File: config.mk
export PLATFORM = sky130hd
export DESIGN_NAME = dwr_test_sequencer
export DESIGN_NICKNAME = d
export VERILOG_FILES = /design/src/rtl/dwr_pkg.sv /design/src/rtl/dwr_shift_counter.sv /design/src/rtl/dwr_test_sequencer.sv
export SDC_FILE = /design/constraint.sdc
export NUM_CORES = 1
export LEC_CHECK = 0
export ABC_AREA = 1
export BUFFER_PORTS_ARGS = -buffer_cell sky130_fd_sc_hd__buf_2
export CORE_MARGIN = 2
export CORE_UTILIZATION = 56
export DETAILED_ROUTE_END_ITERATION = 8
export PLACE_DENSITY = 0.83
export SYNTH_ARGS = -nofsm -noshare
export SYNTH_HDL_FRONTEND = slang
export SYNTH_SLANG_ARGS = --single-unit
export TNS_END_PERCENT = 30
File: constraint.sdc
create_clock -name TCK -period 4.1 [get_ports TCK]
set_clock_uncertainty 0.2 [all_clocks]
set_input_delay 0.205 -clock TCK [delete_from_list [all_inputs] [get_ports TCK]]
set_output_delay 0.205 -clock TCK [all_outputs]
set_load 0.1 [all_outputs]
File: src/rtl/dwr_pkg.sv
// Shared definitions for the die wrapper register and its test sequencer:
// 1149.1 TAP state codes, wrapper instruction codes and the command opcode.
package dwr_pkg;

  localparam logic [3:0] TAP_RTI        = 4'b1100;
  localparam logic [3:0] TAP_SELECT_DR  = 4'b0111;
  localparam logic [3:0] TAP_CAPTURE_DR = 4'b0110;
  localparam logic [3:0] TAP_SHIFT_DR   = 4'b0010;
  localparam logic [3:0] TAP_EXIT1_DR   = 4'b0001;
  localparam logic [3:0] TAP_UPDATE_DR  = 4'b0101;

  localparam logic [3:0] IR_EXTEST = 4'b0000;
  localparam logic [3:0] IR_INTEST = 4'b0010;
  localparam logic [3:0] IR_SAMPLE = 4'b0100;
  localparam logic [3:0] IR_BYPASS = 4'b1111;

  typedef enum logic [1:0] {
    OP_EXTEST  = 2'b00,
    OP_INTEST  = 2'b01,
    OP_SAMPLE  = 2'b10,
    OP_ILLEGAL = 2'b11
  } cmd_op_e;

  // Instruction the wrapper must hold for a given command; BYPASS for the
  // illegal opcode so a stray lookup never selects a real register.
  function automatic logic [3:0] ir_for_op(input logic [1:0] op);
    case (cmd_op_e'(op))
      OP_EXTEST: ir_for_op = IR_EXTEST;
      OP_INTEST: ir_for_op = IR_INTEST;
      OP_SAMPLE: ir_for_op = IR_SAMPLE;
      default:   ir_for_op = IR_BYPASS;
    endcase
  endfunction

  function automatic logic op_is_legal(input logic [1:0] op);
    op_is_legal = (cmd_op_e'(op) != OP_ILLEGAL);
  endfunction

endpackage

File: src/rtl/dwr_shift_counter.sv
// Loadable up-counter tracking the bit position inside a SHIFT_DR run.
// tc flags the last bit (WIDTH-1) so the FSM can leave SHIFT on time.
module dwr_shift_counter
  import dwr_pkg::*;
#(
  parameter int WIDTH = 8,
  parameter int CNT_W = $clog2(WIDTH)
) (
  input  logic             TCK,
  input  logic             TRST_N,
  input  logic             load,
  input  logic [CNT_W-1:0] load_val,
  input  logic             en,
  output logic [CNT_W-1:0] count,
  output logic             tc
);

  logic [CNT_W-1:0] count_reg;

  // Load has priority over counting; reset returns to bit 0.
  always_ff @(posedge TCK) begin
    if (!TRST_N) begin
      count_reg <= '0;
    end else if (load) begin
      count_reg <= load_val;
    end else if (en) begin
      count_reg <= count_reg + CNT_W'(1);
    end
  end

  assign count = count_reg;
  assign tc    = (count_reg == CNT_W'(WIDTH - 1));

endmodule

File: src/rtl/dwr_test_sequencer.sv
// Command-driven DWR sequencer: each accepted command walks the DR branch
// Select->Capture->Shift(WIDTH)->Exit1->Update and returns the captured bits.
// Accept spends one launch cycle in IDLE (ir already loaded, tap still RTI)
// so the first TAP state appears one edge after the accept edge.
module dwr_test_sequencer
  import dwr_pkg::*;
#(
  parameter int WIDTH = 8,
  parameter int CNT_W = $clog2(WIDTH)
) (
  input  logic             TCK,
  input  logic             TRST_N,
  input  logic             cmd_valid,
  output logic             cmd_ready,
  input  logic [1:0]       cmd_op,
  input  logic [WIDTH-1:0] cmd_data,
  output logic             rsp_valid,
  input  logic             rsp_ready,
  output logic [WIDTH-1:0] rsp_data,
  output logic             rsp_err,
  output logic [3:0]       tap_state,
  output logic [3:0]       ir,
  output logic             dwr_tdi,
  input  logic             dwr_tdo,
  output logic             busy
);

  typedef enum logic [2:0] {
    S_IDLE, S_SEL, S_CAP, S_SHIFT, S_EXIT1, S_UPD, S_RESP
  } seq_state_e;

  function automatic logic [3:0] tap_code(input seq_state_e s);
    case (s)
      S_SEL:   tap_code = TAP_SELECT_DR;
      S_CAP:   tap_code = TAP_CAPTURE_DR;
      S_SHIFT: tap_code = TAP_SHIFT_DR;
      S_EXIT1: tap_code = TAP_EXIT1_DR;
      S_UPD:   tap_code = TAP_UPDATE_DR;
      default: tap_code = TAP_RTI;
    endcase
  endfunction

  seq_state_e       state_reg, state_next;
  logic             launch_reg, launch_next;
  logic [WIDTH-1:0] data_reg, data_next;
  logic [WIDTH-1:0] rsp_data_reg, rsp_data_next;
  logic             rsp_err_reg, rsp_err_next;
  logic [3:0]       ir_reg, ir_next;
  logic [3:0]       tap_reg;
  logic             cnt_load, cnt_en, cnt_tc;
  logic [CNT_W-1:0] cnt_q;

  dwr_shift_counter #(
    .WIDTH (WIDTH),
    .CNT_W (CNT_W)
  ) u_shift_counter (
    .TCK      (TCK),
    .TRST_N   (TRST_N),
    .load     (cnt_load),
    .load_val ({CNT_W{1'b0}}),
    .en       (cnt_en),
    .count    (cnt_q),
    .tc       (cnt_tc)
  );

  // Next-state, command latching, response capture and counter control.
  always_comb begin
    state_next    = state_reg;
    launch_next   = 1'b0;
    data_next     = data_reg;
    rsp_data_next = rsp_data_reg;
    rsp_err_next  = rsp_err_reg;
    ir_next       = ir_reg;
    cnt_load      = 1'b0;
    cnt_en        = 1'b0;
    case (state_reg)
      S_IDLE: begin
        if (launch_reg) begin
          state_next = S_SEL;
        end else if (cmd_valid) begin
          data_next     = cmd_data;
          rsp_data_next = '0;
          if (op_is_legal(cmd_op)) begin
            rsp_err_next = 1'b0;
            ir_next      = ir_for_op(cmd_op);
            launch_next  = 1'b1;
          end else begin
            rsp_err_next = 1'b1;
            state_next   = S_RESP;
          end
        end
      end
      S_SEL: state_next = S_CAP;
      S_CAP: begin
        cnt_load   = 1'b1;
        state_next = S_SHIFT;
      end
      S_SHIFT: begin
        cnt_en               = 1'b1;
        rsp_data_next[cnt_q] = dwr_tdo;
        if (cnt_tc) begin
          state_next = S_EXIT1;
        end
      end
      S_EXIT1: state_next = S_UPD;
      S_UPD: begin
        // ir stays valid through the update cycle, drops as RESP begins
        ir_next    = IR_BYPASS;
        state_next = S_RESP;
      end
      S_RESP: begin
        if (rsp_ready) begin
          rsp_err_next = 1'b0;
          state_next   = S_IDLE;
        end
      end
      default: state_next = S_IDLE;
    endcase
  end

  // State and output registers; tap_state tracks the state being entered.
  always_ff @(posedge TCK) begin
    if (!TRST_N) begin
      state_reg    <= S_IDLE;
      launch_reg   <= 1'b0;
      data_reg     <= '0;
      rsp_data_reg <= '0;
      rsp_err_reg  <= 1'b0;
      ir_reg       <= IR_BYPASS;
      tap_reg      <= TAP_RTI;
    end else begin
      state_reg    <= state_next;
      launch_reg   <= launch_next;
      data_reg     <= data_next;
      rsp_data_reg <= rsp_data_next;
      rsp_err_reg  <= rsp_err_next;
      ir_reg       <= ir_next;
      tap_reg      <= tap_code(state_next);
    end
  end

  assign cmd_ready = (state_reg == S_IDLE) && !launch_reg;
  assign busy      = !cmd_ready;
  assign rsp_valid = (state_reg == S_RESP);
  assign rsp_data  = rsp_data_reg;
  assign rsp_err   = rsp_err_reg;
  assign tap_state = tap_reg;
  assign ir        = ir_reg;
  assign dwr_tdi   = (state_reg == S_SHIFT) ? data_reg[cnt_q] : 1'b0;

endmodule

==> reports/results.ini, run 1 <==
[power_and_ir_drop]
switching_share_pct=50.7
powerDensity_nw_per_um2=622
comb_power_share_pct=47.1
switching_power_uw=577
p_leak_uw=0.000881
seq_power_share_pct=34.5
ir_drop_v=0.000691
finalPower_uw=1140
clkPwrFrac_pct=18.4
intPower_uw=562

[grt]
track_usage_pct=21.4
grt_pass1_wl_um=5310
antenna_found_initial=0
first_global_vias=1268
grt-ovfl-total=0
grt_max_degree=18

[synthesis]
yosysSeqAreaShare_pct=42.2
netlist_area_sq_um=1470
synth_top_cell_area_share_pct=42.2
yosysTopAreaCell=dfxtp_1
synth.ff_latch_count=31
synth_area_per_cell_sq_um=6.71
syn_nets=236
synthTopCellsByArea=dfxtp_1 42%, nand2_1 17%, nor2_1 7.1%
synth_warnings=0
synth_cells=219
ys_types=22

[setup_path]
arrival_ns=2.03
crit_path_start_kind=flop
end_kind=output port
worst-path-max-fanout=14
crit_type=reg -> out
cp.required_ns=3.69

[timing]
setup_viol=0
fin_crit_sh_pct=59.4
fmax_mhz=411
slew_headroom_pct=67.7
tightest_slew_ns=0.487
fin_setup_tns_ns=0
fin_crit_ns=2.43
timing.final.max_slew_violations=0
finalHoldViolCount=0
rsz0062_at_grt=false

[detailed_routing]
drc_errors=0
routedWlPerCell_um=10.3
drtIter0Drc=37
num_vias=1467
drtPass1Iterations=4
ant_nets=0
wl_um=3020
viasPerCell=4.97

[placed_design]
port_buffers=35
dp_hpwl_um=2030
gp_congestion=0.894

[cts]
cts_resized=0
clk_latency_ns=0.33
cts_buffer_depth=2
clockRootBuffer=clkbuf_4
cts.sinks=31
htree_num_levels=2
postCtsSetupRepairBufs=0
path_clk_slew_ns=0.10
numCtsBuffers=5
tritoncts=built

[die]
ios=36
core-area_sq_um=2480
die_h_um=55.2
start_util_pct=59.3
row_count=18
dieArea_sq_um=3050
die_x_um=55.2

[status]
outcome=finished clean

[cells_and_area]
fin_nets=281
final_cell_mix=65 x nand2_1, 35 x buf_2, 31 x dfxtp_1
fillers=215
final_common_cell=nand2_1
area_growth_pct=24.7
n_antenna_cell=0
drive_gt1_share_pct=19.6

[min_path]
min-delay-path-class=in -> reg

[job]
maxCapViolations=0

[metal layers]
metal  vias up  GRT usage, %  share of wire (%)
met5         -             0                  0
met4         0          10.8                1.9
met3         5          4.92                5.3
met2        42          34.2                 46
met1       628          26.9                 47
li1        792             -                  -
[cells by family after synthesis]
family | synth area share [%]
and+or+nand+nor | 36.9
buffers and inverters | 8.51
DFF | 42.2
AOI/OAI and AO/OA | 10.6
adders and majority gates | 1.70
[final cells by class]
type	instances	area [sq um]	area share, %
Inverter	22	82.6	4.51
Timing Repair Buffer	47	295	16.1
Multi-Input combinational cell	157	724	39.5
Tap cell	30	37.5	2.05
Clock inverter	1	7.51	0.410
Sequential cell	31	621	33.9
Clock buffer	7	65.1	3.55
[cell usage after synthesis]
library cell,count
a211oi_1,2
nand3_1,16
o21ai_0,9
buf_4,1
nand4_1,6
inv_1,20
nor2_1,28
ha_1,2
nor3_1,4
nor2_4,1
nand2_2,2
nand3_2,2
a21oi_1,15
inv_2,2
nor2_2,2
nand2_1,65
buf_2,4
o211ai_1,2
dfxtp_1,31
a31oi_1,1
clkbuf_1,3
buf_1,1
[power by group through the flow]
stage | clock [uW] | combinational [uW] | sequential [uW]
after floorplan | 0 | 316 | 540
after detailed placement | 0 | 528 | 400
after global routing | 222 | 585 | 402
after CTS | 212 | 539 | 393
final | 209 | 537 | 393
after global placement | 0 | 523 | 400
[stage by stage]
| stage | hold slack, ns | util [%] | setup WS (ns) | cells | area, sq um |
|---|---|---|---|---|---|
| floorplan | 0.0942 | - | 0.817 | 219 | 1470 |
| global placement | 0.231 | 66.2 | 2.08 | 275 | 1640 |
| detailed placement | 0.233 | 66.2 | 2.04 | 275 | 1640 |
| CTS | 0.0208 | 74.0 | 1.66 | 295 | 1830 |
| global route | 0.0366 | 74.0 | 1.42 | 295 | 1830 |
| finish | 0.0264 | 74.0 | 1.67 | 295 | 1830 |
[timing repair]
action                                  CTS  global route
hold buffers                             12             0
endpoints found under the hold margin    15             0
endpoints found under the setup margin    0             0
[worst max-delay path, stage by stage, from the launching register on]
cell,delay [ns]
dfxtp_1,0.45
inv_1,0.33
nand2_1,0.09
nand2_1,0.07
nand2_1,0.04
nand2_1,0.08
nand2_1,0.05
a21oi_1,0.14
buf_2,0.44
[final timing paths]
check	startpoint	end	slack [ns]	cells after the start
worst max-delay path	u_shift_counter.count[0]	dwr_tdi	1.67	8
worst min-delay path	cmd_op[1]	ir[2]	0.03	5
worst max register to register	u_shift_counter.count[0]	tap_state[0]	2.19	7
worst min register to register	ir[1]	ir[1]	0.26	2
No activity file was read; power rests on OpenSTA's default activity.
==> inputs of run 2 (changes only) <==
Settings changed: ABC_AREA 1 to 0, CORE_UTILIZATION 56 to 47, PLACE_DENSITY 0.83 to 0.75.
Clock period 4.1 ns to 2.2 ns, I/O delays scaled along.
==> run 2 against run 1 <==
Final cell count fell by 16%. Non-clock buffer count rose by 5. Flip-flop and latch count did not move. Routed wire length grew 5.8%. Clock power grew 40%. Register-to-register slack worse by 2.0 ns. Critical path depth shrank 4. Synthesized cell count shrank 22%. Largest power group is now sequential cells. Global-route usage down 1.1 points. Utilization fell by 14 points. Critical endpoint unchanged.
==> reports/results.ini, run 2 <==
[setup_path]
timing.rr.start=state_reg[0]
arrival_ns=1.82  ; -0.21 ns
crit_type=reg -> out
crit_slowest_cell=dfxtp_1
cp_num_buf_inv=1  ; -1
end_kind=output port
crit_start=u_shift_counter.count[2]
crit_chain=mux4_2, mux2i_1, nor2_2, clkbuf_4
worst-path-max-fanout=13  ; -1
max_stage_delay_ns=0.61  ; +0.16 ns
path_delay_family=flip-flops
crit_path_start_kind=flop
cp.required_ns=1.89  ; -1.80 ns

[placed_design]
gp_congestion=0.818  ; -8.5%
port_buffers=35  ; unchanged
place_area_sq_um=1620  ; -1.1%
placedCellCount=230  ; -16%
pre_cts_slack_ns=0.246  ; -1.80 ns
dp_hpwl_um=2310  ; +14%

[cells_and_area]
n_antenna_cell=0  ; unchanged
area_growth_pct=25.4
drive_gt1_share_pct=25.0  ; +5.4 points
fin_nets=234  ; -17%
finalInstanceArea_sq_um=1800  ; -2.0%
fin_cells=249  ; -16%
final_common_cell=buf_2
final_cell_mix=34 x buf_2, 31 x dfxtp_1, 27 x nand2_1

[cts]
cts_buffer_depth=2  ; unchanged
postCtsSetupRepairBufs=0  ; unchanged
clockRootBuffer=clkbuf_4
path_clk_slew_ns=0.09  ; about the same
htree_num_levels=2  ; unchanged
numCtsBuffers=5  ; unchanged
tritoncts=built
cts.sinks=31  ; unchanged
clk_latency_ns=0.33  ; about the same

[grt]
grt_max_degree=18  ; unchanged
grt_pass1_wl_um=5410  ; +1.9%
track_usage_pct=20.3  ; -1.1 points
grt.met3_usage_pct=5.02  ; +0.10 points
grt-ovfl-total=0  ; unchanged
met1_usage_pct=24.6  ; -2.3 points
antenna_found_initial=0  ; unchanged
grt.busiest_layer=met2
grtUsageMet2_pct=33.8  ; -0.43 points
first_global_vias=1259  ; -0.71%

[timing]
fin_crit_ns=2.13
fin_setup_tns_ns=0  ; unchanged
timing.final.max_slew_violations=0  ; unchanged
fin_crit_sh_pct=96.8
finalHoldViolCount=0  ; unchanged
fmax_mhz=470
tightest_slew_ns=0.501  ; +0.0136 ns
setup_slack_ns=0.0711  ; -1.59 ns
rsz0062_at_grt=false
slew_headroom_pct=66.6  ; -1.2 points
holdWs_ns=0.150  ; +0.123 ns
setup_viol=0  ; unchanged

[synthesis]
synth-edff-count=0  ; unchanged
synth_top_family_by_area=simple AND/OR/NAND/NOR gates
yosys.area_share.xor_xnor_pct=0  ; unchanged
synth_fa_ha_area_share_pct=1.75  ; +0.045 points
synth_area_per_cell_sq_um=8.38  ; +25%
synth.area.mux_share_pct=5.24  ; +5.2 points
yosysSeqAreaShare_pct=43.3  ; +1.1 points
yosys.area_share.simple_pct=23.6  ; -13 points
synth_compound_area_share_pct=19.7  ; +9.1 points
synth_top_cell_area_share_pct=43.3  ; +1.1 points
synthTopCellsByArea=dfxtp_1 43%, a21oi_1 8.0%, nand2_1 7.1%
synth.most_common_cell=dfxtp_1
ys_async_sr_fraction_pct=0  ; unchanged
synth.ff_latch_count=31  ; unchanged
syn_nets=188  ; -20%
netlist_area_sq_um=1430  ; -2.6%
synth_common_cells=31 x dfxtp_1, 27 x nand2_1, 23 x a21oi_1, 9 x nor2_1, 9 x o21ai_0
ys_types=39  ; +77%
synth_warnings=0  ; unchanged
synth_cells=171  ; -22%
yosysTopAreaCell=dfxtp_1
synthFlopType=dfxtp_1

[power_and_ir_drop]
intPower_uw=858  ; +53%
switching_share_pct=42.9  ; -7.8 points
p_leak_uw=0.000763  ; -13%
switching_power_uw=644  ; +12%
comb_power_share_pct=37.8  ; -9.3 points
powerDensity_nw_per_um2=836  ; +34%
clkPwrFrac_pct=19.5  ; +1.1 points
ir_drop_v=0.000563  ; -19%
seq_power_share_pct=42.7  ; +8.2 points

[detailed_routing]
ant_nets=0  ; unchanged
drc_errors=0  ; unchanged
wl_um=3200  ; +5.8%
routedWlPerCell_um=12.9  ; +25%
num_vias=1361  ; -7.2%
drtPass1Iterations=4  ; unchanged
viasPerCell=5.47  ; +9.9%
drtIter0Drc=33  ; -11%

[die]
dieArea_sq_um=3510  ; +15%
start_util_pct=48.1  ; -11 points
core-area_sq_um=2980  ; +20%
die_x_um=59.2  ; +7.2%
row_count=20  ; +2
ios=36  ; unchanged
die_h_um=59.2  ; +7.2%

[job]
maxCapViolations=0  ; unchanged

[min_path]
min-delay-path-class=in -> reg
hp-start=cmd_valid

[status]
outcome=finished clean

[run 2: cell count changes in the layout (fill, tap and decap cells not counted), sizes merged, moves of 3 or more]
cell and change:
nand3 -11, mux2i +3, nand2b +3, nor2 -21, inv -16, nand4 -6, a21oi +9, buf +3
nand2 -40, nor2b +3, o21ai +4
[run 2: worst paths after layout]
path / endpoint / slack (ns) / depth (start not counted)
max: dwr_tdi / 0.07 / 4
min: rsp_err / 0.15 / 4
max reg2reg: ir[0] / 0.24 / 5
min reg2reg: data_reg[1] / 0.26 / 2
[run 2: cell families (layout without fill, tap and decap cells)]
family | count (synthesis) | count (layout)
AO/OA/AOI/OAI | 49 | 49
adder cells (fa/ha/maj) | 2 | 2
buffers and inverters | 19 | 64
flip-flops | 31 | 31
multiplexers | 5 | 5
AND/OR/NAND/NOR | 65 | 65
[run 2: what timing repair did]
item,CTS,global route
endpoints found under the hold margin,22,0
hold buffers,13,0
gates resized for setup,0,1
endpoints found under the setup margin,0,1
[run 2: through the flow]
stage	util, %	power, uW
global route	60.3	1580
floorplan	-	1120
finish	60.3	1500
CTS	60.3	1510
detailed placement	54.5	1210
global placement	54.5	1190
[run 2: area by class of cell]
cell class	instances	area, sq um
Fill cell	284	1180
Multi-Input combinational cell	121	728
Sequential cell	31	621
Timing Repair Buffer	52	338
Clock buffer	6	41.3
Tap cell	33	41.3
Inverter	6	27.5
[run 2: worst register-to-register path: stages, from the launching register on]
cell     delay (ns)
dfxtp_1        0.39
or4_4          0.61
inv_6          0.07
nand2_1        0.24
a21oi_1        0.25
o21ai_0        0.09
[run 2: power by group through the flow]
stage	Sequential (uW)	Clock, uW	Combinational, uW
3_5_place_dp	656	0	551
5_1_grt	652	326	600
2_1_floorplan	788	0	337
6_report	642	293	567
3_3_place_gp	652	0	543
4_1_cts	643	301	570
[run 2: layer usage]
metal | up-vias | wire length, um
met1 | 635 | 1400
li1 | 688 | -
met2 | 33 | 1620
met3 | 5 | 144
met4 | 0 | 40
met5 | - | 0
